[src/rtl/conway_pkg.sv]
`default_nettype none
// ============================================================================
// Package     : conway_pkg
// Description : Shared types and constants for the Game-of-Life evaluators.
// Revision    : 1.0 - initial release
// ============================================================================
package conway_pkg;

  // Evaluator sequencing: waiting for the current cell, summing neighbours,
  // presenting the result.
  typedef enum logic [1:0] {
    IDLE   = 2'd0,
    ACCUM  = 2'd1,
    RESULT = 2'd2
  } state_t;

  localparam int MAX_NEIGHBORS = 8;
  localparam int COUNT_W       = 4;

  // Classic Conway rule B3/S23, indexed by live-neighbour count.
  localparam logic [MAX_NEIGHBORS:0] DEFAULT_BIRTH_MASK   = 9'b000001000;
  localparam logic [MAX_NEIGHBORS:0] DEFAULT_SURVIVE_MASK = 9'b000001100;

endpackage : conway_pkg
`default_nettype wire

[src/rtl/conway_serial_cell_evaluator_if.sv]
`default_nettype none
// ============================================================================
// Interface   : conway_serial_cell_evaluator_if
// Description : Neighbour-bit input stream and result output stream of the
//               serial cell evaluator. The master side is the upstream scan
//               sequencer plus the downstream writer; the slave side is the
//               evaluator itself.
// Revision    : 1.0 - initial release
// ============================================================================
interface conway_serial_cell_evaluator_if;
  import conway_pkg::*;

  logic               in_valid;
  logic               in_ready;
  logic               in_bit;
  logic               out_valid;
  logic               out_ready;
  logic               next_cell;
  logic [COUNT_W-1:0] count;

  modport master (
    output in_valid, in_bit, out_ready,
    input  in_ready, out_valid, next_cell, count
  );

  modport slave (
    input  in_valid, in_bit, out_ready,
    output in_ready, out_valid, next_cell, count
  );

endinterface : conway_serial_cell_evaluator_if
`default_nettype wire

[src/rtl/conway_rule_lookup.sv]
`default_nettype none
// ============================================================================
// Module      : conway_rule_lookup
// Description : Combinational birth/survive rule. Selects the mask bit for
//               the neighbour count, using the survive mask for a live cell
//               and the birth mask for a dead one.
// Revision    : 1.0 - initial release
// ============================================================================
module conway_rule_lookup
  import conway_pkg::*;
(
  input  wire logic                     current,
  input  wire logic [COUNT_W-1:0]       count,
  input  wire logic [MAX_NEIGHBORS:0]   birth_mask,
  input  wire logic [MAX_NEIGHBORS:0]   survive_mask,
  output logic                          next_cell
);

  // Counts beyond the mask width cannot occur in a legal neighbourhood;
  // they map to a dead cell rather than an out-of-range select.
  always_comb begin
    next_cell = 1'b0;
    if (count <= COUNT_W'(MAX_NEIGHBORS)) begin
      next_cell = current ? survive_mask[count] : birth_mask[count];
    end
  end

endmodule : conway_rule_lookup
`default_nettype wire

[src/rtl/conway_serial_cell_evaluator.sv]
`default_nettype none
// ============================================================================
// Module      : conway_serial_cell_evaluator
// Description : Serial Game-of-Life cell evaluator. Takes the current cell
//               bit followed by NEIGHBORS neighbour bits over a valid/ready
//               stream, counts live neighbours and presents the next-cell
//               state and count on a registered valid/ready output.
//               NEIGHBORS must lie in 1..8.
// Revision    : 1.0 - initial release
// ============================================================================
module conway_serial_cell_evaluator
  import conway_pkg::*;
#(
  parameter int                       NEIGHBORS    = 8,
  parameter logic [MAX_NEIGHBORS:0]   BIRTH_MASK   = DEFAULT_BIRTH_MASK,
  parameter logic [MAX_NEIGHBORS:0]   SURVIVE_MASK = DEFAULT_SURVIVE_MASK
)
(
  input  wire logic                     clk,
  input  wire logic                     rst,
  conway_serial_cell_evaluator_if.slave bus
);

  localparam logic [COUNT_W-1:0] LAST_BEAT = COUNT_W'(NEIGHBORS);

  state_t             state;
  state_t             state_nx;
  logic [COUNT_W-1:0] beat_cnt;
  logic [COUNT_W-1:0] nb_cnt;
  logic [COUNT_W-1:0] nb_cnt_nx;
  logic [COUNT_W-1:0] count_q;
  logic               current;
  logic               next_cell_q;
  logic               rule_out;
  logic               xfer;
  logic               last_beat;

  // Input is refused while a result is pending (back-pressure) and while in
  // reset; the result is withdrawn while reset is applied.
  assign bus.in_ready  = (state != RESULT) && !rst;
  assign bus.out_valid = (state == RESULT) && !rst;
  assign bus.next_cell = next_cell_q;
  assign bus.count     = count_q;

  assign xfer      = bus.in_valid && bus.in_ready;
  assign last_beat = (state == ACCUM) && (beat_cnt == LAST_BEAT);
  assign nb_cnt_nx = nb_cnt + {{(COUNT_W-1){1'b0}}, bus.in_bit};

  // The rule sees the count including the beat being accepted, so the
  // result can be registered on the final neighbour transfer.
  conway_rule_lookup u_rule (
    .current      (current),
    .count        (nb_cnt_nx),
    .birth_mask   (BIRTH_MASK),
    .survive_mask (SURVIVE_MASK),
    .next_cell    (rule_out)
  );

  // State register.
  always_ff @(posedge clk) begin
    if (rst) begin
      state <= IDLE;
    end else begin
      state <= state_nx;
    end
  end

  // Next-state logic: one cell per pass IDLE -> ACCUM -> RESULT -> IDLE.
  always_comb begin
    state_nx = state;
    unique case (state)
      IDLE:    if (xfer)              state_nx = ACCUM;
      ACCUM:   if (xfer && last_beat) state_nx = RESULT;
      RESULT:  if (bus.out_ready)     state_nx = IDLE;
      default:                        state_nx = IDLE;
    endcase
  end

  // Datapath: capture the cell, accumulate neighbours, latch the result.
  always_ff @(posedge clk) begin
    if (rst) begin
      current     <= 1'b0;
      nb_cnt      <= '0;
      beat_cnt    <= '0;
      next_cell_q <= 1'b0;
      count_q     <= '0;
    end else if (xfer) begin
      if (state == IDLE) begin
        current  <= bus.in_bit;
        nb_cnt   <= '0;
        beat_cnt <= COUNT_W'(1);
      end else begin
        nb_cnt   <= nb_cnt_nx;
        beat_cnt <= beat_cnt + 1'b1;
        if (last_beat) begin
          next_cell_q <= rule_out;
          count_q     <= nb_cnt_nx;
        end
      end
    end
  end

endmodule : conway_serial_cell_evaluator
`default_nettype wire

[src/flat_wrapper.sv]
// flat-port wrapper written by rule: the top's interface ports become plain ports
module conway_serial_cell_evaluator_flat import conway_pkg::*;
#(
  parameter int                       NEIGHBORS    = 8,
  parameter logic [MAX_NEIGHBORS:0]   BIRTH_MASK   = DEFAULT_BIRTH_MASK,
  parameter logic [MAX_NEIGHBORS:0]   SURVIVE_MASK = DEFAULT_SURVIVE_MASK
)
  (clk, rst, bus_in_valid, bus_in_bit, bus_out_ready, bus_in_ready, bus_out_valid, bus_next_cell, bus_count);
  conway_serial_cell_evaluator_if bus_i ();
  input  wire logic clk;
  input  wire logic rst;
  input wire logic [$bits(bus_i.in_valid)-1:0] bus_in_valid;
  input wire logic [$bits(bus_i.in_bit)-1:0] bus_in_bit;
  input wire logic [$bits(bus_i.out_ready)-1:0] bus_out_ready;
  output wire logic [$bits(bus_i.in_ready)-1:0] bus_in_ready;
  output wire logic [$bits(bus_i.out_valid)-1:0] bus_out_valid;
  output wire logic [$bits(bus_i.next_cell)-1:0] bus_next_cell;
  output wire logic [$bits(bus_i.count)-1:0] bus_count;
  assign bus_i.in_valid = bus_in_valid;
  assign bus_i.in_bit = bus_in_bit;
  assign bus_i.out_ready = bus_out_ready;
  assign bus_in_ready = bus_i.in_ready;
  assign bus_out_valid = bus_i.out_valid;
  assign bus_next_cell = bus_i.next_cell;
  assign bus_count = bus_i.count;
  conway_serial_cell_evaluator #(.NEIGHBORS(NEIGHBORS), .BIRTH_MASK(BIRTH_MASK), .SURVIVE_MASK(SURVIVE_MASK)) u_core (.clk(clk), .rst(rst), .bus(bus_i));
endmodule
[config.mk]
export PLATFORM = sky130hd
export DESIGN_NAME = conway_serial_cell_evaluator_flat
export DESIGN_NICKNAME = d
export VERILOG_FILES = /design/src/rtl/conway_pkg.sv /design/src/rtl/conway_serial_cell_evaluator_if.sv /design/src/rtl/conway_rule_lookup.sv /design/src/rtl/conway_serial_cell_evaluator.sv /design/src/flat_wrapper.sv
export SDC_FILE = /design/constraint.sdc
export NUM_CORES = 1
export LEC_CHECK = 0
export ABC_AREA = 1
export CORE_MARGIN = 10
export CORE_UTILIZATION = 40
export DETAILED_ROUTE_END_ITERATION = 6
export GPL_ROUTABILITY_DRIVEN = 0
export PLACE_DENSITY = 0.59
export SLEW_MARGIN = 25
export SYNTH_ARGS = -nofsm -noshare
export SYNTH_HDL_FRONTEND = slang
export SYNTH_SLANG_ARGS = --single-unit
[constraint.sdc]
create_clock -name clk -period 2 [get_ports clk]
set_input_delay 0.3 -clock clk [delete_from_list [all_inputs] [get_ports clk]]
set_output_delay 0.3 -clock clk [all_outputs]
set_load 0.01 [all_outputs]
# After elaboration in Yosys (flattened, before gate mapping)
# Memory sizes are Yosys's and may differ from the RTL's.
# Cells that the tools add are included.
# op_classes
n_mux	10
n_eq_ne	7
n_reduce_logical	10
order_cmp	2
n_div	0
addsub	2
multipliers	0
shift	0
bitwise_logic	1
# op_table
operator	count
2-to-1 mux 4 bit	2
2-to-1 mux 2 bit	3
inequality test 2 bit (second input constant)	3
one-hot mux 2 bit (3 select lines)	1
AND reduction 3 bit	2
logical AND 1 bit	5
< comparator 4 x 5 -> 1 bit (second input constant)	1
adder 4 x 1 -> 4 bit	1
adder 4 x 1 -> 4 bit (second input constant)	1
== test 4 bit (second input constant)	1
<= comparator 4 bit (second input constant)	1
2-to-1 mux 1 bit	4
== test 2 x 1 -> 1 bit (second input constant)	1
== test 2 bit (second input constant)	1
logical NOT 2 bit	1
inequality test 2 x 1 -> 1 bit (second input constant)	1
AND reduction 2 bit	1
logical NOT 1 bit	1
NOT 1 bit	1
# totals
rom_bits	32
ff_bits	16
output_inout_bits	7
latch_bits	0
mem_count	2
elab_cells	40
ram_bits	0
input_bits	5
# memory_table
memory	depth	width	read_ports	rd_ports_with_merged_regs	write_ports	line	rtl
(name not given)	16	1	1	0	0	conway_rule_lookup.sv:24	next_cell = current ? survive_mask[count] : birth_mask[count];
(name not given)	16	1	1	0	0	conway_rule_lookup.sv:24	

# Longest topological paths before layout
# Gate-level depths: netlist (run 1).
# depth
word_depth	6
mapped_depth	8
mapped_depth_nobuf	8

# Modules after synthesis
# A second synthesis (run 1) with hierarchy kept.
# unflattened
hier_cells	174
hier_area_um2	1086.0
# modules_own_cells
module	n_inst	cells_each	seq_area_each_um2	area_each_um2
conway_serial_cell_evaluator	1	117	320.3	835.8
conway_rule_lookup	1	57	0.0	250.2

# Worst setup path before layout (run 1)
# OpenSTA, ideal clock, no wires.
# synth_timing
path_type	input to register
from	input port bus_in_bit
to	register u_core.next_cell_q, in the netlist u_core.bus.next_cell
slack_ns	0.799
path_buffers	0
t_required_ns	1.933
arrival_ns	1.134
setup_ns	0.067
path_stages	6
cell_sequence	ha_1 > ha_1 > inv_1 > nor2_1 > nand3_2 > a21oi_2
# synth_via
elab_chain_cells	5
word_cells_on_any_way	8
cone_classes	1 x add/sub; 1 x order compare; 4 x mux; 2 x memory
# synth_lines
element	line	rtl
start: declaration	flat_wrapper.sv:13	input wire logic [$bits(bus_i.in_bit)-1:0] bus_in_bit;
adder 4 x 1 -> 4 bit *	conway_serial_cell_evaluator.sv:47	assign nb_cnt_nx = nb_cnt + {{(COUNT_W-1){1'b0}}, bus.in_bit};
net u_core.nb_cnt_nx[1]	conway_serial_cell_evaluator.sv:30	logic [COUNT_W-1:0] nb_cnt_nx;
memory (16 x 1 bit)	-	
2-to-1 mux 1 bit (implied by the code)	conway_rule_lookup.sv:24	
2-to-1 mux 1 bit	conway_rule_lookup.sv:24	
2-to-1 mux 1 bit *	conway_rule_lookup.sv:23	if (count <= COUNT_W'(MAX_NEIGHBORS)) begin
end signal: assignment	conway_serial_cell_evaluator.sv:96	next_cell_q <= rule_out;
end: declaration	conway_serial_cell_evaluator.sv:33	logic next_cell_q;
# Mark *: on every way through the listed nets, which the timed path passes. The rest lies on a longest branch. The select of a mux whose other input is x is not followed.
# A chain may end at the register's enable or synchronous reset.

# Worst setup path in the final report (run 1)
# layout_timing
from	input port rst
to	output port bus_out_valid
# layout_via
elab_chain_cells	2
# layout_lines
element	line	rtl
start: declaration	flat_wrapper.sv:11	input wire logic rst;
logical NOT 1 bit	conway_serial_cell_evaluator.sv:41	assign bus.out_valid = (state == RESULT) && !rst;
logical AND 1 bit	conway_serial_cell_evaluator.sv:41	
end: declaration	flat_wrapper.sv:16	output wire logic [$bits(bus_i.out_valid)-1:0] bus_out_valid;
# Every way passes these cells.

==> flow_metrics.env, run 1 <==
export IMPL_outcome="completed"
export IMPL_synth_net_count=116
export IMPL_cts_htree_levels=1
export IMPL_boundaryPins=12
export IMPL_post_cts_clock_slew_at_the_launch_and_capture_registers_of_the_worst_setup_and_hold_paths_ns=0.08
export IMPL_slew_headroom_pct=78.66
export IMPL_period_needed_ns=1.782
export IMPL_yosys_cell_types_count=24
export IMPL_num_rows=16
export IMPL_slew_violations=0
export IMPL_dr_pass1_iters=4
export IMPL_vias=679
export IMPL_holdBufCountCts=0
export IMPL_synth_area_per_cell_sq_um=7.694
export IMPL_drive_gt1_share_pct=17.36
export IMPL_cts_root_buffer_cell="clkbuf_4"
export IMPL_grt_max_degree=11
export IMPL_die_height_um=65.37
export IMPL_drt_iter0_drc=18
export IMPL_power_total_mw=0.5428
export IMPL_grt_pass1_vias=677
export IMPL_finalCritPeriodShare_pct=89.12
export IMPL_grt_max_usage_layer="met2"
export IMPL_timing_final_setup_violations=0
export IMPL_tritoncts="built"
export IMPL_die_area_sq_um=4273
export IMPL_timing_critical_path_from_type="primary input"
export IMPL_max_cap_viol_count=0
export IMPL_timing_hold_worst_endpoint="u_core.current"
export IMPL_die_x_um=65.37
export IMPL_remaining_drc_errors=0
export IMPL_hold_slack_ns=0.4721
export IMPL_static_leakage_power_nw=0.4105
export IMPL_worst_margin_pin_slew_ns=0.3190
export IMPL_area_growth_pct=20.67
export IMPL_timing_critical_path_fanout_max=6
export IMPL_dpl_cell_area_sq_um=970.9
export IMPL_wire_length_of_the_first_global_routing_pass_mm=2.932
export IMPL_num_fill_cells=222
export IMPL_ir_worst_vdd_mv=0.4148
export IMPL_final_common_cell="nand2_1"
export IMPL_worstHoldPathType="register to register"
export IMPL_global_route_usage_met1_pct=9.170
export IMPL_powerDensity_nw_per_um2=546.4
export IMPL_finalSetupTns_ns=0
export IMPL_ant_nets=0
export IMPL_cts_buffers=3
export IMPL_cts_resized=0
export IMPL_crit_reg2reg_capture="u_core.bus.count[3]"
export IMPL_ys_warns=0
export IMPL_layout_cell_area_non_filler_sq_um=993.5
export IMPL_worst_ep_arrival_time_ns=1.48
export IMPL_io_buffers=11
export IMPL_hold_start="u_core.current"
export IMPL_yosysSeqAreaShare_pct=38.91
export IMPL_worstRegToRegCells=7
export IMPL_whs_path_depth=2
export IMPL_number_of_vias_per_cell=4.588
export IMPL_post_synth_instance_area_sq_um=823.3
export IMPL_worst_slack_ns=0.2175
export IMPL_antennaDiodeCount=0
export IMPL_cts_num_sinks=16
export IMPL_nets=132
export IMPL_grt_use_met2_pct=14.15
export IMPL_preCtsSetupSlack_ns=0.2079
export IMPL_post_dp_hpwl_mm=1.323
export IMPL_worst_ep_required_time_ns=1.70
export IMPL_tot_gr_track_use_pct=8.552
export IMPL_crit_reg2reg_launch="u_core.beat_cnt[0]"
export IMPL_seq_area_sq_um=320.3
export IMPL_multi_input_comb_area_sq_um=441.7
export IMPL_wirelength_mm=1.637
export IMPL_coreArea_sq_um=1962
export IMPL_wire_per_inst_um=11.06
export IMPL_cts_max_path_buffers=2
export IMPL_timing_worst_setup_path_type="primary input to primary output"
export IMPL_layout_cells_most_common_list="23 x nand2_1, 16 x dfxtp_1, 15 x nor2_1"
export IMPL_final_hold_violation_count=0
export IMPL_fin_worst_skew_ns=0.001229
export IMPL_initial_utilization_pct=41.96
export IMPL_gr_usage_met3_pct=5.254
export IMPL_synth_cells=107
export IMPL_antenna_found_initial=0
export IMPL_grt_setup_unrepaired="false"
export IMPL_worstSkewPairLatency_ns=0.27
export IMPL_synth_ff_latch_count=16
export IMPL_achievable_frequency_mhz=561.0
export IMPL_post_cts_setup_buffer_count=0
export IMPL_global_route_overflow_total=0
export IMPL_rrSetupSlack_ns=0.72
export IMPL_timing_critical_path_to_type="primary output"
==> worst max-delay path, cell delays in order <==
cell and delay [ns]:
clkdlybuf4s50_1 0.50, nor2_1 0.14, clkdlybuf4s50_1 0.54
==> layer usage <==
layer	part of all wire, %	routed length, um
met1	44	726
met4	0	0
met2	48	783
met5	0	0
met3	7.7	126
==> per-stage QoR <==
stage | instances | util [%]
after global placement | 145 | 49.49
after global routing | 148 | 50.64
after floorplan | 107 | -
after CTS | 148 | 50.64
final | 148 | 50.64
after detailed placement | 145 | 49.49
==> area by class of cell <==
class	instances	area share, %
multi-input combinational	76	44.46
sequential	16	32.24
timing repair buffer	12	11.84
inverter	14	5.793
tap	27	3.401
clock buffer	3	2.267
==> worst max-delay path by stage <==
stage	start	slack [ns]	depth (start not counted)	to
floorplan	bus_in_bit	0.80	6	u_core.bus.next_cell
global placement	rst	0.22	3	bus_out_valid
detailed placement	rst	0.21	3	bus_out_valid
CTS	rst	0.21	3	bus_out_valid
global route	rst	0.17	3	bus_in_ready
finish	rst	0.22	3	bus_out_valid
==> sequential cells by signal, indices dropped and copies added (netlist names) <==
name                  count
u_core.nb_cnt             4
u_core.state              2
u_core.current            1
u_core.bus.next_cell      1
u_core.bus.count          4
u_core.beat_cnt           4
==> power by group <==
group / internal [mW] / total, mW / leakage (nW) / switching (mW)
Sequential: 0.323 / 0.328 / 0.130 / 0.00470
Combinational: 0.0226 / 0.0557 / 0.267 / 0.0331
Clock: 0.0697 / 0.159 / 0.0138 / 0.0892
==> logic make-up after synthesis <==
logic type,Yosys count,synth area share [%]
buf+inv,15,7.447
xor+xnor,1,1.064
fa+ha+maj,4,6.079
flops,16,38.91
compound gates,14,9.575
simple gates,57,36.93
==> cells in the mapped netlist <==
| cell type | instances | area, sq um |
|---|---|---|
| o31ai_1 | 1 | 7.510 |
| nand3_2 | 1 | 10.01 |
| nor3b_2 | 1 | 12.51 |
| nand3b_1 | 1 | 7.510 |
| inv_2 | 2 | 7.510 |
| nand2_1 | 23 | 86.33 |
| dfxtp_1 | 16 | 320.3 |
| a21oi_1 | 7 | 35.03 |
| buf_1 | 1 | 3.750 |
| o21ai_0 | 4 | 20.02 |
| nand3_1 | 4 | 20.02 |
| xor2_1 | 1 | 8.760 |
| ha_1 | 4 | 50.05 |
| a22oi_1 | 1 | 7.510 |
| nor2_4 | 2 | 22.52 |
| nor2_1 | 15 | 56.30 |
| inv_1 | 11 | 41.29 |
| nand3_4 | 1 | 17.52 |
| nand2_2 | 2 | 12.51 |
| a21oi_2 | 1 | 8.760 |
| nor2_2 | 3 | 18.77 |
| inv_6 | 1 | 8.760 |
| nand2_4 | 3 | 33.78 |
| nand4_1 | 1 | 6.260 |
Note: power is estimated with default switching activity, not from simulation.
==> run 2, diff against run 1 <==
--- a/config.mk
+++ b/config.mk
@@ -6,12 +6,13 @@
 export NUM_CORES = 1
 export LEC_CHECK = 0
 export ABC_AREA = 1
-export CORE_MARGIN = 10
 export CORE_UTILIZATION = 40
 export DETAILED_ROUTE_END_ITERATION = 6
+export DONT_BUFFER_PORTS = 1
 export GPL_ROUTABILITY_DRIVEN = 0
-export PLACE_DENSITY = 0.59
+export PLACE_DENSITY = 0.51
 export SLEW_MARGIN = 25
 export SYNTH_ARGS = -nofsm -noshare
 export SYNTH_HDL_FRONTEND = slang
+export SYNTH_HIERARCHICAL = 1
 export SYNTH_SLANG_ARGS = --single-unit
==> run 2 against run 1 <==
  * Utilization is 2.7 points lower
  * Sequential share of layout area is 5.7 points lower
  * Die area is 31% lower
  * Largest cell class unchanged
  * Clock power is 36% higher
  * Global-route usage is 9.3 points higher
  * Maximum frequency is 0.30% lower
  * Critical path depth is 10 higher
  * Final area is 22% higher
  * Critical endpoint is now u_core/bus.next_cell
  * Non-clock buffer count is 10 lower
  * Total power is 18% higher
  * Flip-flop and latch count stayed put
  * Count of clock-buffer cells in the layout is 1 higher
==> flow_metrics.env, run 2 <==
export IMPL_outcome="completed"
export IMPL_critical_path_cell_chain="ha_1 -> ha_1 -> inv_1 -> nand3_1 -> nand3_1 -> nand3_1 -> nand2_1 -> inv_1 -> nor2_1 -> inv_1 -> nand3_1 -> nand2_1 -> nor2_1"
export IMPL_layout_cell_area_non_filler_sq_um=1209
export IMPL_whs_path_depth=1
export IMPL_post_dp_hpwl_mm=1.762
export IMPL_final_hold_violation_count=0
export IMPL_dr_pass1_iters=4
export IMPL_cts_num_sinks=16
export IMPL_num_rows=18
export IMPL_max_cap_viol_count=0
export IMPL_hold_slack_ns=0.06058
export IMPL_synth_area_per_cell_sq_um=6.242
export IMPL_synth_edff_count=0
export IMPL_boundaryPins=12
export IMPL_synthAdderAreaFrac_pct=4.608
export IMPL_grt_pass1_vias=906
export IMPL_coreArea_sq_um=2522
export IMPL_io_buffers=0
export IMPL_antennaDiodeCount=0
export IMPL_static_leakage_power_nw=0.5996
export IMPL_synth_compound_gate_area_share_pct=7.488
export IMPL_tot_gr_track_use_pct=17.84
export IMPL_timing_critical_path_to_type="register"
export IMPL_nets=203
export IMPL_number_of_vias_per_cell=4.480
export IMPL_most_common_cell_in_the_synthesized_netlist="nand2_1"
export IMPL_area_growth_pct=11.29
export IMPL_worstRegToRegCells=13
export IMPL_postSynth_asyncResetShare_pct=0
export IMPL_combinational_family_with_the_most_area_after_synthesis="simple AND/OR/NAND/NOR gates"
export IMPL_postSynth_topFlopCell="dfxtp_1"
export IMPL_post_cts_setup_buffer_count=0
export IMPL_synth_mux_area_share_pct=0
export IMPL_timing_critical_path_from_type="register"
export IMPL_layout_cells_most_common_list="55 x nand2_1, 23 x inv_1, 20 x nand3_1, 20 x nor2_1, 18 x conb_1"
export IMPL_crit_path_frequent_cell="nand3_1"
export IMPL_achievable_frequency_mhz=559.3
export IMPL_antenna_found_initial=0
export IMPL_drive_gt1_share_pct=10.88
export IMPL_global_route_overflow_total=0
export IMPL_yosysSeqAreaShare_pct=29.49
export IMPL_wire_per_inst_um=10.04
export IMPL_tritoncts="built"
export IMPL_die_x_um=54.11
export IMPL_holdBufCountCts=0
export IMPL_die_area_sq_um=2927
export IMPL_synth_largest_type_area_fraction_pct=29.49
export IMPL_hold_start="rst"
export IMPL_worst_ep_required_time_ns=2.24
export IMPL_post_cts_clock_slew_at_the_launch_and_capture_registers_of_the_worst_setup_and_hold_paths_ns=0.10
export IMPL_ir_worst_vdd_mv=0.3559
export IMPL_synth_cells_most_frequent="55 x nand2_1, 23 x inv_1, 20 x nand3_1, 20 x nor2_1, 16 x dfxtp_1"
export IMPL_yosys_cell_types_count=26
export IMPL_slew_violations=0
export IMPL_finalSetupTns_ns=0
export IMPL_timing_final_setup_violations=0
export IMPL_initial_utilization_pct=43.06
export IMPL_regs_by_ff_count="u_core/beat_cnt: 4 flops, u_core/bus.count: 4 flops, u_core/nb_cnt: 4 flops"
export IMPL_synth_largest_area_cell="dfxtp_1"
export IMPL_wirelength_mm=2.240
export IMPL_cts_max_path_buffers=2
export IMPL_worstHoldPathType="primary input to register"
export IMPL_vias=999
export IMPL_die_height_um=54.11
export IMPL_synth_ff_latch_count=16
export IMPL_grt_max_degree=12
export IMPL_ant_nets=0
export IMPL_worst_ep_arrival_time_ns=2.03
export IMPL_synth_cells=174
export IMPL_powerDensity_nw_per_um2=529.8
export IMPL_fin_worst_skew_ns=0.01162
export IMPL_grt_setup_unrepaired="false"
export IMPL_dpl_cell_area_sq_um=1172
export IMPL_finalCritPeriodShare_pct=89.39
export IMPL_drt_iter0_drc=19
export IMPL_wire_length_of_the_first_global_routing_pass_mm=3.684
export IMPL_final_common_cell="nand2_1"
export IMPL_timing_worst_setup_path_type="register to register"
export IMPL_cts_buffers=3
export IMPL_crit_reg2reg_launch="u_core/nb_cnt[0]"
export IMPL_crit_slowest_cell="ha_1"
export IMPL_remaining_drc_errors=0
export IMPL_yosys_area_share_simple_pct=43.43
export IMPL_timing_critical_path_fanout_max=7
export IMPL_cts_root_buffer_cell="clkbuf_4"
export IMPL_cts_htree_levels=1
export IMPL_period_needed_ns=1.788
export IMPL_ys_warns=6
export IMPL_worstSkewPairLatency_ns=0.29
export IMPL_cts_resized=0
export IMPL_post_synth_instance_area_sq_um=1086
export IMPL_crit_path_start="u_core/nb_cnt[0]"
export IMPL_synth_xor_area_share_pct=0.8065
export IMPL_crit_path_max_incr_delay_ns=0.38
export IMPL_synth_area_top_cells="dfxtp_1 29%, nand2_1 19%, nand3_1 9.2%"
export IMPL_final_core_utilization_pct=47.92
-- run 2: cell types whose count changed after synthesis, moves of 2 or more --
cell,before,now
inv_1,11,23
conb_1,0,2
nand2_1,23,55
nand2_4,3,1
inv_2,2,6
nand3_1,4,20
buf_6,0,2
nor2_1,15,20
o21ai_0,4,0
nand4_1,1,3
-- run 2: kinds of logic after synthesis --
family,Yosys count
AO/OA/AOI/OAI,13
XOR/XNOR,1
adder cells (fa/ha/maj),4
buffers and inverters,33
flip-flops,16
other,2
AND/OR/NAND/NOR,105
-- run 2: final timing paths --
check,endpoint,slack (ns)
worst max-delay path,u_core/bus.next_cell,0.21
worst max register to register,u_core/bus.next_cell,0.21
worst min-delay path,u_core/nb_cnt[3],0.06
worst min register to register,u_core/nb_cnt[0],0.47
-- run 2: cell type report --
| class | instances | area (sq um) |
|---|---|---|
| Fill cell | 277 | 1314 |
| Tap cell | 30 | 37.54 |
| Inverter | 30 | 120.1 |
| Sequential cell | 16 | 320.3 |
| Clock buffer | 4 | 36.28 |
| Timing Repair Buffer | 2 | 15.01 |
| Multi-Input combinational cell | 141 | 679.4 |
-- run 2: per-layer routing --
layer | wire [um] | up-vias | track usage [%] | part of all wire (%)
li1 | - | 562 | - | -
met1 | 1135 | 427 | 21.87 | 51
met2 | 1024 | 8 | 29.84 | 46
met3 | 67 | 2 | 5.367 | 3.0
met4 | 12 | 0 | 5.128 | 0.54
met5 | 0 | - | 0 | 0
-- run 2: worst max-delay path, delay by kind of cell (launching register included) --
| family | cells | cell delay (ns) |
|---|---|---|
| flip-flops | 1 | 0.33 |
| AND/OR/NAND/NOR | 8 | 0.57 |
| buffers and inverters | 3 | 0.23 |
| adder cells (fa/ha/maj) | 2 | 0.60 |
-- run 2: metrics by stage --
| stage | setup slack [ns] | instances | total power [mW] |
|---|---|---|---|
| floorplan | 0.3794 | 190 | 0.4179 |
| global placement | 0.2827 | 219 | 0.4273 |
| detailed placement | 0.2279 | 219 | 0.4287 |
| CTS | 0.2104 | 223 | 0.6496 |
| global route | 0.08257 | 223 | 0.6765 |
| finish | 0.2122 | 223 | 0.6404 |
-- run 2: report_power, final --
part           internal (mW)  leakage (nW)  switching [mW]  total, mW
registers              0.324         0.130         0.00521      0.329
clock network          0.111        0.0210           0.106      0.217
logic                 0.0333         0.449          0.0614     0.0947
total                  0.468         0.600           0.173      0.640
==> run 3, diff against run 2 <==
--- a/config.mk
+++ b/config.mk
@@ -6,7 +6,9 @@
 export NUM_CORES = 1
 export LEC_CHECK = 0
 export ABC_AREA = 1
+export CAP_MARGIN = 5
 export CORE_UTILIZATION = 40
+export CTS_CLUSTER_DIAMETER = 60
 export DETAILED_ROUTE_END_ITERATION = 6
 export DONT_BUFFER_PORTS = 1
 export GPL_ROUTABILITY_DRIVEN = 0
==> results of run 3 <==
Same layout as run 2: the final DEF is identical, and so are final timing and power.
